===== src/rtl/dmem_lsu_pkg.sv =====
// Shared types and helpers for the data-memory load/store unit.
package dmem_lsu_pkg;

    // Access size encoding as presented on the request channel; 2'b11 is illegal.
    typedef enum logic [1:0] {
        SZ_BYTE = 2'b00,
        SZ_HALF = 2'b01,
        SZ_WORD = 2'b10
    } size_t;

    typedef enum logic [1:0] {
        ST_IDLE  = 2'b00,
        ST_READ  = 2'b01,
        ST_WRITE = 2'b10,
        ST_RESP  = 2'b11
    } state_t;

    // Natural alignment check on the low address bits. The illegal size code
    // is not flagged here; the caller reports it separately.
    function automatic logic is_misaligned(input logic [1:0] size, input logic [1:0] addr_lo);
        logic w_bad;
        case (size)
            SZ_HALF: w_bad = addr_lo[0];
            SZ_WORD: w_bad = (addr_lo != 2'b00);
            default: w_bad = 1'b0;
        endcase
        return w_bad;
    endfunction

endpackage


===== src/rtl/lsu_lane_align.sv =====
// Byte-lane steering for a 32-bit little-endian word: extracts load data from
// the selected lane(s) and builds the merged word for sub-word stores.
module lsu_lane_align
    import dmem_lsu_pkg::*;
(
    input  logic [1:0]  i_size,
    input  logic        i_signed,
    input  logic [1:0]  i_addr_lo,
    input  logic [31:0] i_old_word,
    input  logic [31:0] i_store_data,
    output logic [31:0] o_load_data,
    output logic [31:0] o_merged_word
);

    logic [7:0]  w_byte;
    logic [15:0] w_half;

    // Select the addressed byte and halfword out of the old word.
    always_comb begin
        w_byte = i_old_word[7:0];
        case (i_addr_lo)
            2'd0:    w_byte = i_old_word[7:0];
            2'd1:    w_byte = i_old_word[15:8];
            2'd2:    w_byte = i_old_word[23:16];
            default: w_byte = i_old_word[31:24];
        endcase
        w_half = i_addr_lo[1] ? i_old_word[31:16] : i_old_word[15:0];
    end

    // Right-align the selected lane and zero- or sign-extend it.
    always_comb begin
        o_load_data = i_old_word;
        case (i_size)
            SZ_BYTE: o_load_data = {{24{i_signed & w_byte[7]}}, w_byte};
            SZ_HALF: o_load_data = {{16{i_signed & w_half[15]}}, w_half};
            default: o_load_data = i_old_word;
        endcase
    end

    // Replace only the addressed lane(s); a word store takes the data whole.
    always_comb begin
        o_merged_word = i_old_word;
        case (i_size)
            SZ_BYTE: begin
                case (i_addr_lo)
                    2'd0:    o_merged_word[7:0]   = i_store_data[7:0];
                    2'd1:    o_merged_word[15:8]  = i_store_data[7:0];
                    2'd2:    o_merged_word[23:16] = i_store_data[7:0];
                    default: o_merged_word[31:24] = i_store_data[7:0];
                endcase
            end
            SZ_HALF: begin
                if (i_addr_lo[1]) begin
                    o_merged_word[31:16] = i_store_data[15:0];
                end else begin
                    o_merged_word[15:0] = i_store_data[15:0];
                end
            end
            SZ_WORD: o_merged_word = i_store_data;
            default: o_merged_word = i_old_word;
        endcase
    end

endmodule


===== src/rtl/dmem_lsu.sv =====
// Load/store unit driving the dmem port. One access in flight at a time;
// sub-word stores are done as read-modify-write of the containing word.
//
// state    | meaning
// ---------+-----------------------------------------------------------
// ST_IDLE  | ready for a request; req_ready high
// ST_READ  | dmem_addr driven, word captured at the closing edge
// ST_WRITE | dmem_we high for this one cycle, merged or full word out
// ST_RESP  | resp_valid pulse, result/error presented
module dmem_lsu
    import dmem_lsu_pkg::*;
#(
    parameter int n = 32,
    parameter int r = 6
) (
    input  logic         clk,
    input  logic         rst_n,
    input  logic         req_valid,
    output logic         req_ready,
    input  logic         req_write,
    input  logic [1:0]   req_size,
    input  logic         req_signed,
    input  logic [n-1:0] req_addr,
    input  logic [n-1:0] req_wdata,
    output logic         resp_valid,
    output logic         resp_err,
    output logic [n-1:0] resp_rdata,
    output logic         dmem_we,
    output logic [n-1:0] dmem_addr,
    output logic [n-1:0] dmem_wdata,
    input  logic [n-1:0] dmem_rdata
);

    state_t       r_state;
    state_t       w_state_nxt;

    logic         r_write;
    logic [1:0]   r_size;
    logic         r_signed;
    logic [1:0]   r_addr_lo;
    logic [n-1:0] r_wdata;
    logic [n-1:0] r_word;
    logic [n-1:0] r_dmem_addr;
    logic         r_err;

    logic         w_accept;
    logic         w_range_err;
    logic         w_req_err;
    logic [n-1:0] w_load_data;
    logic [n-1:0] w_merged_word;

    assign w_accept    = req_valid && (r_state == ST_IDLE);
    assign w_range_err = |req_addr[n-1:r+2];
    assign w_req_err   = (req_size == 2'b11) || is_misaligned(req_size, req_addr[1:0]) || w_range_err;

    // State register.
    always_ff @(posedge clk or negedge rst_n) begin
        if (!rst_n) begin
            r_state <= ST_IDLE;
        end else begin
            r_state <= w_state_nxt;
        end
    end

    // Next-state decode; errors skip the memory entirely, word stores skip the read.
    always_comb begin
        w_state_nxt = r_state;
        case (r_state)
            ST_IDLE: begin
                if (req_valid) begin
                    if (w_req_err) begin
                        w_state_nxt = ST_RESP;
                    end else if (req_write && (req_size == SZ_WORD)) begin
                        w_state_nxt = ST_WRITE;
                    end else begin
                        w_state_nxt = ST_READ;
                    end
                end
            end
            ST_READ:  w_state_nxt = r_write ? ST_WRITE : ST_RESP;
            ST_WRITE: w_state_nxt = ST_RESP;
            ST_RESP:  w_state_nxt = ST_IDLE;
            default:  w_state_nxt = ST_IDLE;
        endcase
    end

    // Request capture at accept, and the read word at the end of ST_READ.
    always_ff @(posedge clk or negedge rst_n) begin
        if (!rst_n) begin
            r_write     <= 1'b0;
            r_size      <= 2'b00;
            r_signed    <= 1'b0;
            r_addr_lo   <= 2'b00;
            r_wdata     <= '0;
            r_word      <= '0;
            r_dmem_addr <= '0;
            r_err       <= 1'b0;
        end else begin
            if (w_accept) begin
                r_write   <= req_write;
                r_size    <= req_size;
                r_signed  <= req_signed;
                r_addr_lo <= req_addr[1:0];
                r_wdata   <= req_wdata;
                r_err     <= w_req_err;
                // An erroring access leaves the dmem index where it was.
                if (!w_req_err) begin
                    r_dmem_addr <= {{(n-r){1'b0}}, req_addr[r+1:2]};
                end
            end
            if (r_state == ST_READ) begin
                r_word <= dmem_rdata;
            end
        end
    end

    lsu_lane_align u_lane_align (
        .i_size        (r_size),
        .i_signed      (r_signed),
        .i_addr_lo     (r_addr_lo),
        .i_old_word    (r_word),
        .i_store_data  (r_wdata),
        .o_load_data   (w_load_data),
        .o_merged_word (w_merged_word)
    );

    // Outputs depend only on state and captured registers, never on req_*.
    always_comb begin
        req_ready  = (r_state == ST_IDLE);
        resp_valid = (r_state == ST_RESP);
        resp_err   = (r_state == ST_RESP) && r_err;
        resp_rdata = ((r_state == ST_RESP) && !r_write && !r_err) ? w_load_data : '0;
        dmem_we    = (r_state == ST_WRITE);
        dmem_addr  = r_dmem_addr;
        dmem_wdata = w_merged_word;
    end

endmodule


===== config.mk =====
export PLATFORM = sky130hd
export DESIGN_NAME = dmem_lsu
export DESIGN_NICKNAME = d
export VERILOG_FILES = /design/src/rtl/dmem_lsu_pkg.sv /design/src/rtl/lsu_lane_align.sv /design/src/rtl/dmem_lsu.sv
export SDC_FILE = /design/constraint.sdc
export NUM_CORES = 1
export LEC_CHECK = 0
export ABC_AREA = 0
export CORE_UTILIZATION = 44
export CTS_BUF_LIST = sky130_fd_sc_hd__clkbuf_16
export CTS_CLUSTER_DIAMETER = 120
export DETAILED_ROUTE_END_ITERATION = 7
export PLACE_DENSITY_LB_ADDON = 0.2
export REMOVE_ABC_BUFFERS = 1
export SLEW_MARGIN = 10
export SYNTH_ARGS = -nofsm -noshare
export SYNTH_HDL_FRONTEND = slang
export SYNTH_SLANG_ARGS = --single-unit

===== constraint.sdc =====
create_clock -name clk -period 2.88 [get_ports clk]
set_input_delay 0.576 -clock clk [delete_from_list [all_inputs] [get_ports clk]]
set_output_delay 0.576 -clock clk [all_outputs]
set_load 0.01 [all_outputs]

* Yosys cells after proc, flatten, opt, wreduce, memory -nomap -nowiden *
Cells that the tools add are included.

cells by class
  equality and inequality tests = 11
  muxes and demuxes = 17
  bitwise logic cells = 3
  reduce and logical (&&, ||, !) cells = 16

operators by type and width
  kind                                                             number
  32-bit one-hot mux with 3 select lines                           1
  32-bit one-hot mux with 2 select lines                           1
  16-bit 2-to-1 mux                                                3
  32-bit 2-to-1 mux                                                1
  8-bit 2-to-1 mux                                                 4
  8-bit one-hot mux with 3 select lines                            1
  24-bit OR reduction                                              1
  2-bit == test, second input constant                             6
  2-bit by 1-bit == test with 1-bit output, second input constant  4
  2-bit one-hot mux with 4 select lines                            1
  2-bit zero test                                                  3
  2-bit 2-to-1 mux                                                 3
  1-bit logical AND                                                5
  3-bit OR reduction                                               1
  1-bit AND                                                        2
  1-bit zero test                                                  2
  1-bit logical OR                                                 2
  2-bit != test, second input constant                             1
  1-bit one-hot mux with 2 select lines                            1
  2-bit AND reduction                                              1
  2-bit nonzero test                                               1
  1-bit 2-to-1 mux                                                 1
  1-bit NOT                                                        1

word-level totals
  register bits after elaboration = 79
  word-level logic and storage cells = 56

* Longest topological paths before layout *
  depth after elaboration = 7
  gate-level depth with buffers = 7

* Hierarchy *
A second synthesis with hierarchy kept.

second synthesis, totals
  cells, all modules = 499
  area, all modules = 5186.2 um^2

modules (own cells, without submodules)
  module          instances  cells each  area each (um^2)
  dmem_lsu        1          266         3540.9
  lsu_lane_align  1          233         1645.3

* Least setup slack after synthesis *
No wires, ideal clock.

  path type = register to output
  from = register r_state[0]
  to = output port resp_rdata[21]
  arrival time = 2.090 ns
  data required time = 2.304 ns
  slack = 0.214 ns
  cell stages (with the launch flop) = 7
  path through = dfrtp_1 ha_1 or3b_2 clkbuf_1 a2111oi_4 buf_2 a21o_1

between the ends
  cells in the longest elaborated chain, start to end = 4

RTL lines
  item                            line             text
  start, declared                 dmem_lsu.sv:34   state_t r_state;
  start signal, assigned          dmem_lsu.sv:61   r_state <= w_state_nxt;
  2-bit == test                   -
  net resp_valid                  dmem_lsu.sv:25   output logic resp_valid,
  1-bit logical AND (2 in a row)  dmem_lsu.sv:132  resp_rdata = ((r_state == ST_RESP) && !r_write && !r_err) ? w_load_data : '0;
  32-bit 2-to-1 mux               dmem_lsu.sv:132
  end, declared                   dmem_lsu.sv:27   output logic [n-1:0] resp_rdata,

The timed path passes the listed nets, and every way through them passes these cells.

* Worst setup path in the final report *
  from = register r_addr_lo[1]
  to = output port resp_rdata[11]

between the ends
  cells in the longest elaborated chain, start to end = 5
  elaborated cells between the ends (all ways) = 8
  classes of those cells = eq/ne: 2; mux: 4; bitwise: 1; reduce/logical: 1

RTL lines
  item                                        line                  text
  start, declared                             dmem_lsu.sv:40        logic [1:0] r_addr_lo;
  start signal, assigned                      dmem_lsu.sv:103       r_addr_lo <= req_addr[1:0];
  2-bit == test (tied with other cells)       lsu_lane_align.sv:21  case (i_addr_lo)
  8-bit one-hot mux with 3 select lines       lsu_lane_align.sv:21
  1-bit AND                                   lsu_lane_align.sv:34  SZ_BYTE: o_load_data = {{24{i_signed & w_byte[7]}}, w_byte};
  32-bit one-hot mux with 2 select lines (*)  lsu_lane_align.sv:33  case (i_size)
  32-bit 2-to-1 mux (*)                       dmem_lsu.sv:132

Mark *: on every way between the ends. The rest lies on a longest branch, timed or not.

==> flow_summary.rst <==
.. list-table::
   :header-rows: 1

   * - Metric
     - Value
   * - Outcome
     - complete, no violations
   * - Vias in the first global route
     - 4980
   * - Gate count after technology mapping
     - 490
   * - Number of vias after detailed routing
     - 4883
   * - Global-route wire length before repair
     - 26000 µm
   * - Floorplan die width
     - 107 µm
   * - Post-detailed-route DRC marker count
     - 0
   * - Worst-case hold slack
     - 0.204 ns
   * - Max Fanout on Critical Path
     - 4
   * - Maximum clock skew at final layout
     - 0.00241 ns
   * - Startpoint Class
     - flip-flop
   * - Clk root buf
     - sky130_fd_sc_hd__clkbuf_16
   * - Inst Count DP
     - 818
   * - Post-synth EDFFs
     - 0
   * - #FFs+latches synth
     - 79
   * - Max-slew violation count
     - 0
   * - Total global-route track usage
     - 30.0%
   * - Global-route congestion overflow total
     - 0
   * - CTS tree
     - built
   * - Total of hold buffers inserted after clock tree synthesis
     - 0
   * - Source-to-sink clock delay at the later pin of the worst-skew pair
     - 0.35 ns
   * - Maximum vdd ir drop
     - 787 µV
   * - Most frequent standard cell in the layout excluding fill and tap cells
     - sky130_fd_sc_hd__clkdlybuf4s50_1
   * - Register clock-pin slew on the reported worst setup and hold paths
     - 0.06 ns
   * - Largest net degree at the start of global routing
     - 41
   * - Detailed placement HPWL
     - 11600 µm
   * - Count of non-filler cells in the finished layout
     - 862
   * - Number of antenna repair diodes
     - 0
   * - Placeable core region
     - 10800 µm²
   * - Number of detailed-routing iterations run before antenna repair
     - 7
   * - Ratio of cells with drive above 1 in the final layout
     - 29.6%
   * - Slowest stage cell on the critical path
     - sky130_fd_sc_hd__mux4_2
   * - Fin crit period
     - 2.85 ns
   * - Crit share post-route
     - 98.9%
   * - Cell taking the most area after synthesis
     - sky130_fd_sc_hd__dfrtp_1
   * - Category of the worst setup path capture point
     - output port
   * - # Max-Cap Violations
     - 0
   * - Number of buffers inserted by port buffering
     - 176
   * - Instance area at placement
     - 6980 µm²
   * - Data arrival at the endpoint of the critical path
     - 2.27 ns
   * - Row count
     - 38
   * - Hold Violations, Final
     - 0
   * - Floorplan die area
     - 11500 µm²
   * - Initial Util
     - 45.0%
   * - Synthesized cell area
     - 4880 µm²
   * - Post-detailed-route via-to-cell ratio
     - 5.66
   * - Post-route cell area
     - 7590 µm²
   * - Maximum clock frequency
     - 351 MHz
   * - Category of the critical setup timing path
     - flip-flop to output port
   * - Worst stage delay on the critical path
     - 0.54 ns
   * - Leading cell types in the layout, fill and taps excluded
     - sky130_fd_sc_hd__clkdlybuf4s50_1, sky130_fd_sc_hd__mux2_2, sky130_fd_sc_hd__dfrtp_1, sky130_fd_sc_hd__buf_4, sky130_fd_sc_hd__nand2_1
   * - Initial antenna violation count
     - 0
   * - Area growth from synthesis to layout
     - 55.5%
   * - Power per cell area
     - 1130 nW/µm²
   * - Cell Chain, Critical Path
     - mux4_2 -> buf_4 -> a31oi_2 -> buf_4 -> a221oi_1 -> dlygate4sd2_1
   * - Final Total Pwr
     - 0.00857 W
   * - Y dimension of the die
     - 107 µm
   * - Warnings, synthesis
     - 0
   * - Syn avg cell area
     - 9.96 µm²
   * - Routability cong.
     - 0.893
   * - Top_reg_cell synth
     - sky130_fd_sc_hd__dfrtp_1
   * - Total Neg Setup Slack
     - 0 ns
   * - Overall routed net length
     - 16600 µm
   * - Leak
     - 3.69 nW
   * - Cell types with the largest area share after synthesis
     - sky130_fd_sc_hd__dfrtp_1, sky130_fd_sc_hd__mux2_2, sky130_fd_sc_hd__buf_4, sky130_fd_sc_hd__nand2_1, sky130_fd_sc_hd__a22oi_1
   * - Sequential-to-total area share from yosys stat
     - 40.5%
   * - Required time of the critical path
     - 2.30 ns
   * - Area share of the largest cell type after synthesis
     - 40.5%
   * - Synth unique cells
     - 44
   * - Fraction of registers with async set or reset after synthesis
     - 100%
   * - Number of clock buffers inserted by TritonCTS
     - 9
   * - Top cell by count, worst path
     - sky130_fd_sc_hd__buf_4
   * - Worst hold-check path type
     - input pin to asynchronous set/reset pin
   * - DRT iter0 DRCs
     - 379
   * - Worst rel slew slack
     - 64.6%
   * - Count of boundary I/O pins
     - 203
   * - Count of final setup violators
     - 0
   * - RSZ-0062 raised after global routing
     - yes
   * - Clk sinks
     - 79
   * - Net count, final
     - 827
   * - Number of buffers on the longest clock path
     - 2
   * - Routed wirelength normalized by instance count
     - 19.3 µm
   * - Antenna viol nets, final
     - 0
   * - Maximum level of the CTS H-tree
     - 3
   * - Worst Max-Slew Pin Slew
     - 0.531 ns
flip-flops by register name (all words and copies together) (netlist names):
signal     cells
r_err          1
r_word        32
r_write        1
r_size         2
r_wdata       32
r_state        2
dmem_addr      6
r_addr_lo      2
r_signed       1
report_power, final:
group	internal [W]	switching, W
logic	0.00275	0.00244
clock network	0.000657	0.000455
registers	0.00164	0.000621
per-stage QoR:
stage                     setup slack [ns]  utilization [%]
after CTS                           -0.130             69.0
final                               0.0306             70.0
after floorplan                     -0.198                -
after global routing               -0.0271             70.0
after global placement             -0.0611             64.4
after detailed placement            -0.109             64.4
worst paths after layout:
check / cells past startpoint / startpoint / end / slack, ns
worst min-delay path: 1 / rst_n / r_wdata[31]$_DFFE_PN0P_ / 0.20
worst min register to register: 1 / dmem_addr[3]$_DFFE_PN0P_ / dmem_addr[3]$_DFFE_PN0P_ / 0.50
worst max-delay path: 6 / r_addr_lo[1]$_DFFE_PN0P_ / resp_rdata[11] / 0.03
max in group asynchronous: 2 / rst_n / r_size[0]$_DFFE_PN0P_ / 1.95
min in group clk: 1 / dmem_addr[3]$_DFFE_PN0P_ / dmem_addr[3]$_DFFE_PN0P_ / 0.50
worst max register to register: 8 / r_state[0]$_DFFE_PN0P_ / dmem_addr[2]$_DFFE_PN0P_ / 0.55
cell type report:
| type | count | area [µm²] |
|---|---|---|
| fill | 847 | 3250 |
| multi-input combinational | 357 | 2740 |
| timing repair buffer | 249 | 2330 |
| sequential | 79 | 1980 |
| clock buffer | 9 | 225 |
| tap | 140 | 175 |
| inverter | 21 | 78.8 |
| clock inverter | 7 | 56.3 |
synthesized netlist by cell type (all sizes together) (3+ instances only):
| cell type | n |
|---|---|
| a221oi | 8 |
| a22oi | 23 |
| nand3 | 14 |
| o21ai | 25 |
| dfrtp | 79 |
| o221ai | 10 |
| a21o | 22 |
| buf | 41 |
| a221o | 4 |
| nor4 | 5 |
| nand2b | 9 |
| a222oi | 5 |
| a21oi | 28 |
| nor2 | 15 |
| nand2 | 48 |
| nor3 | 3 |
| clkbuf | 17 |
| inv | 19 |
| mux2 | 80 |
| ha | 7 |
| nor2b | 5 |
| mux2i | 3 |
cell families after synthesis:
logic type	count (synthesis)	share of synthesized area, %
AO/OA/AOI/OAI	135	19.6
AND/OR/NAND/NOR	105	10.3
multiplexers	84	19.5
buffers and inverters	79	8.18
flip-flops	79	40.5
adder cells (fa/ha/maj)	7	1.79
other	1	0.0768
routing by layer:
metal | vias up | global-route usage (%) | routed length (µm)
li1 | 2194 | - | -
met1 | 2329 | 38.2 | 6550
met2 | 305 | 48.1 | 7910
met3 | 55 | 6.54 | 1660
met4 | 0 | 14.9 | 517
met5 | - | 0 | 0
repair_timing:
action / CTS / global route
resized for setup: 113 / 35
buffers inserted: 17 / 13
pin swaps: 6 / 5
gates cloned: 2 / 0
setup endpoints to repair: 62 / 42
critical path: cells and delay by family, from the launching register on:
kind | cells | cell delay [ns]
muxes | 1 | 0.54
AOI/OAI and AO/OA | 2 | 0.32
DFF | 1 | 0.41
buffers and inverters | 3 | 0.66
Power figures use the tool's default switching activity.
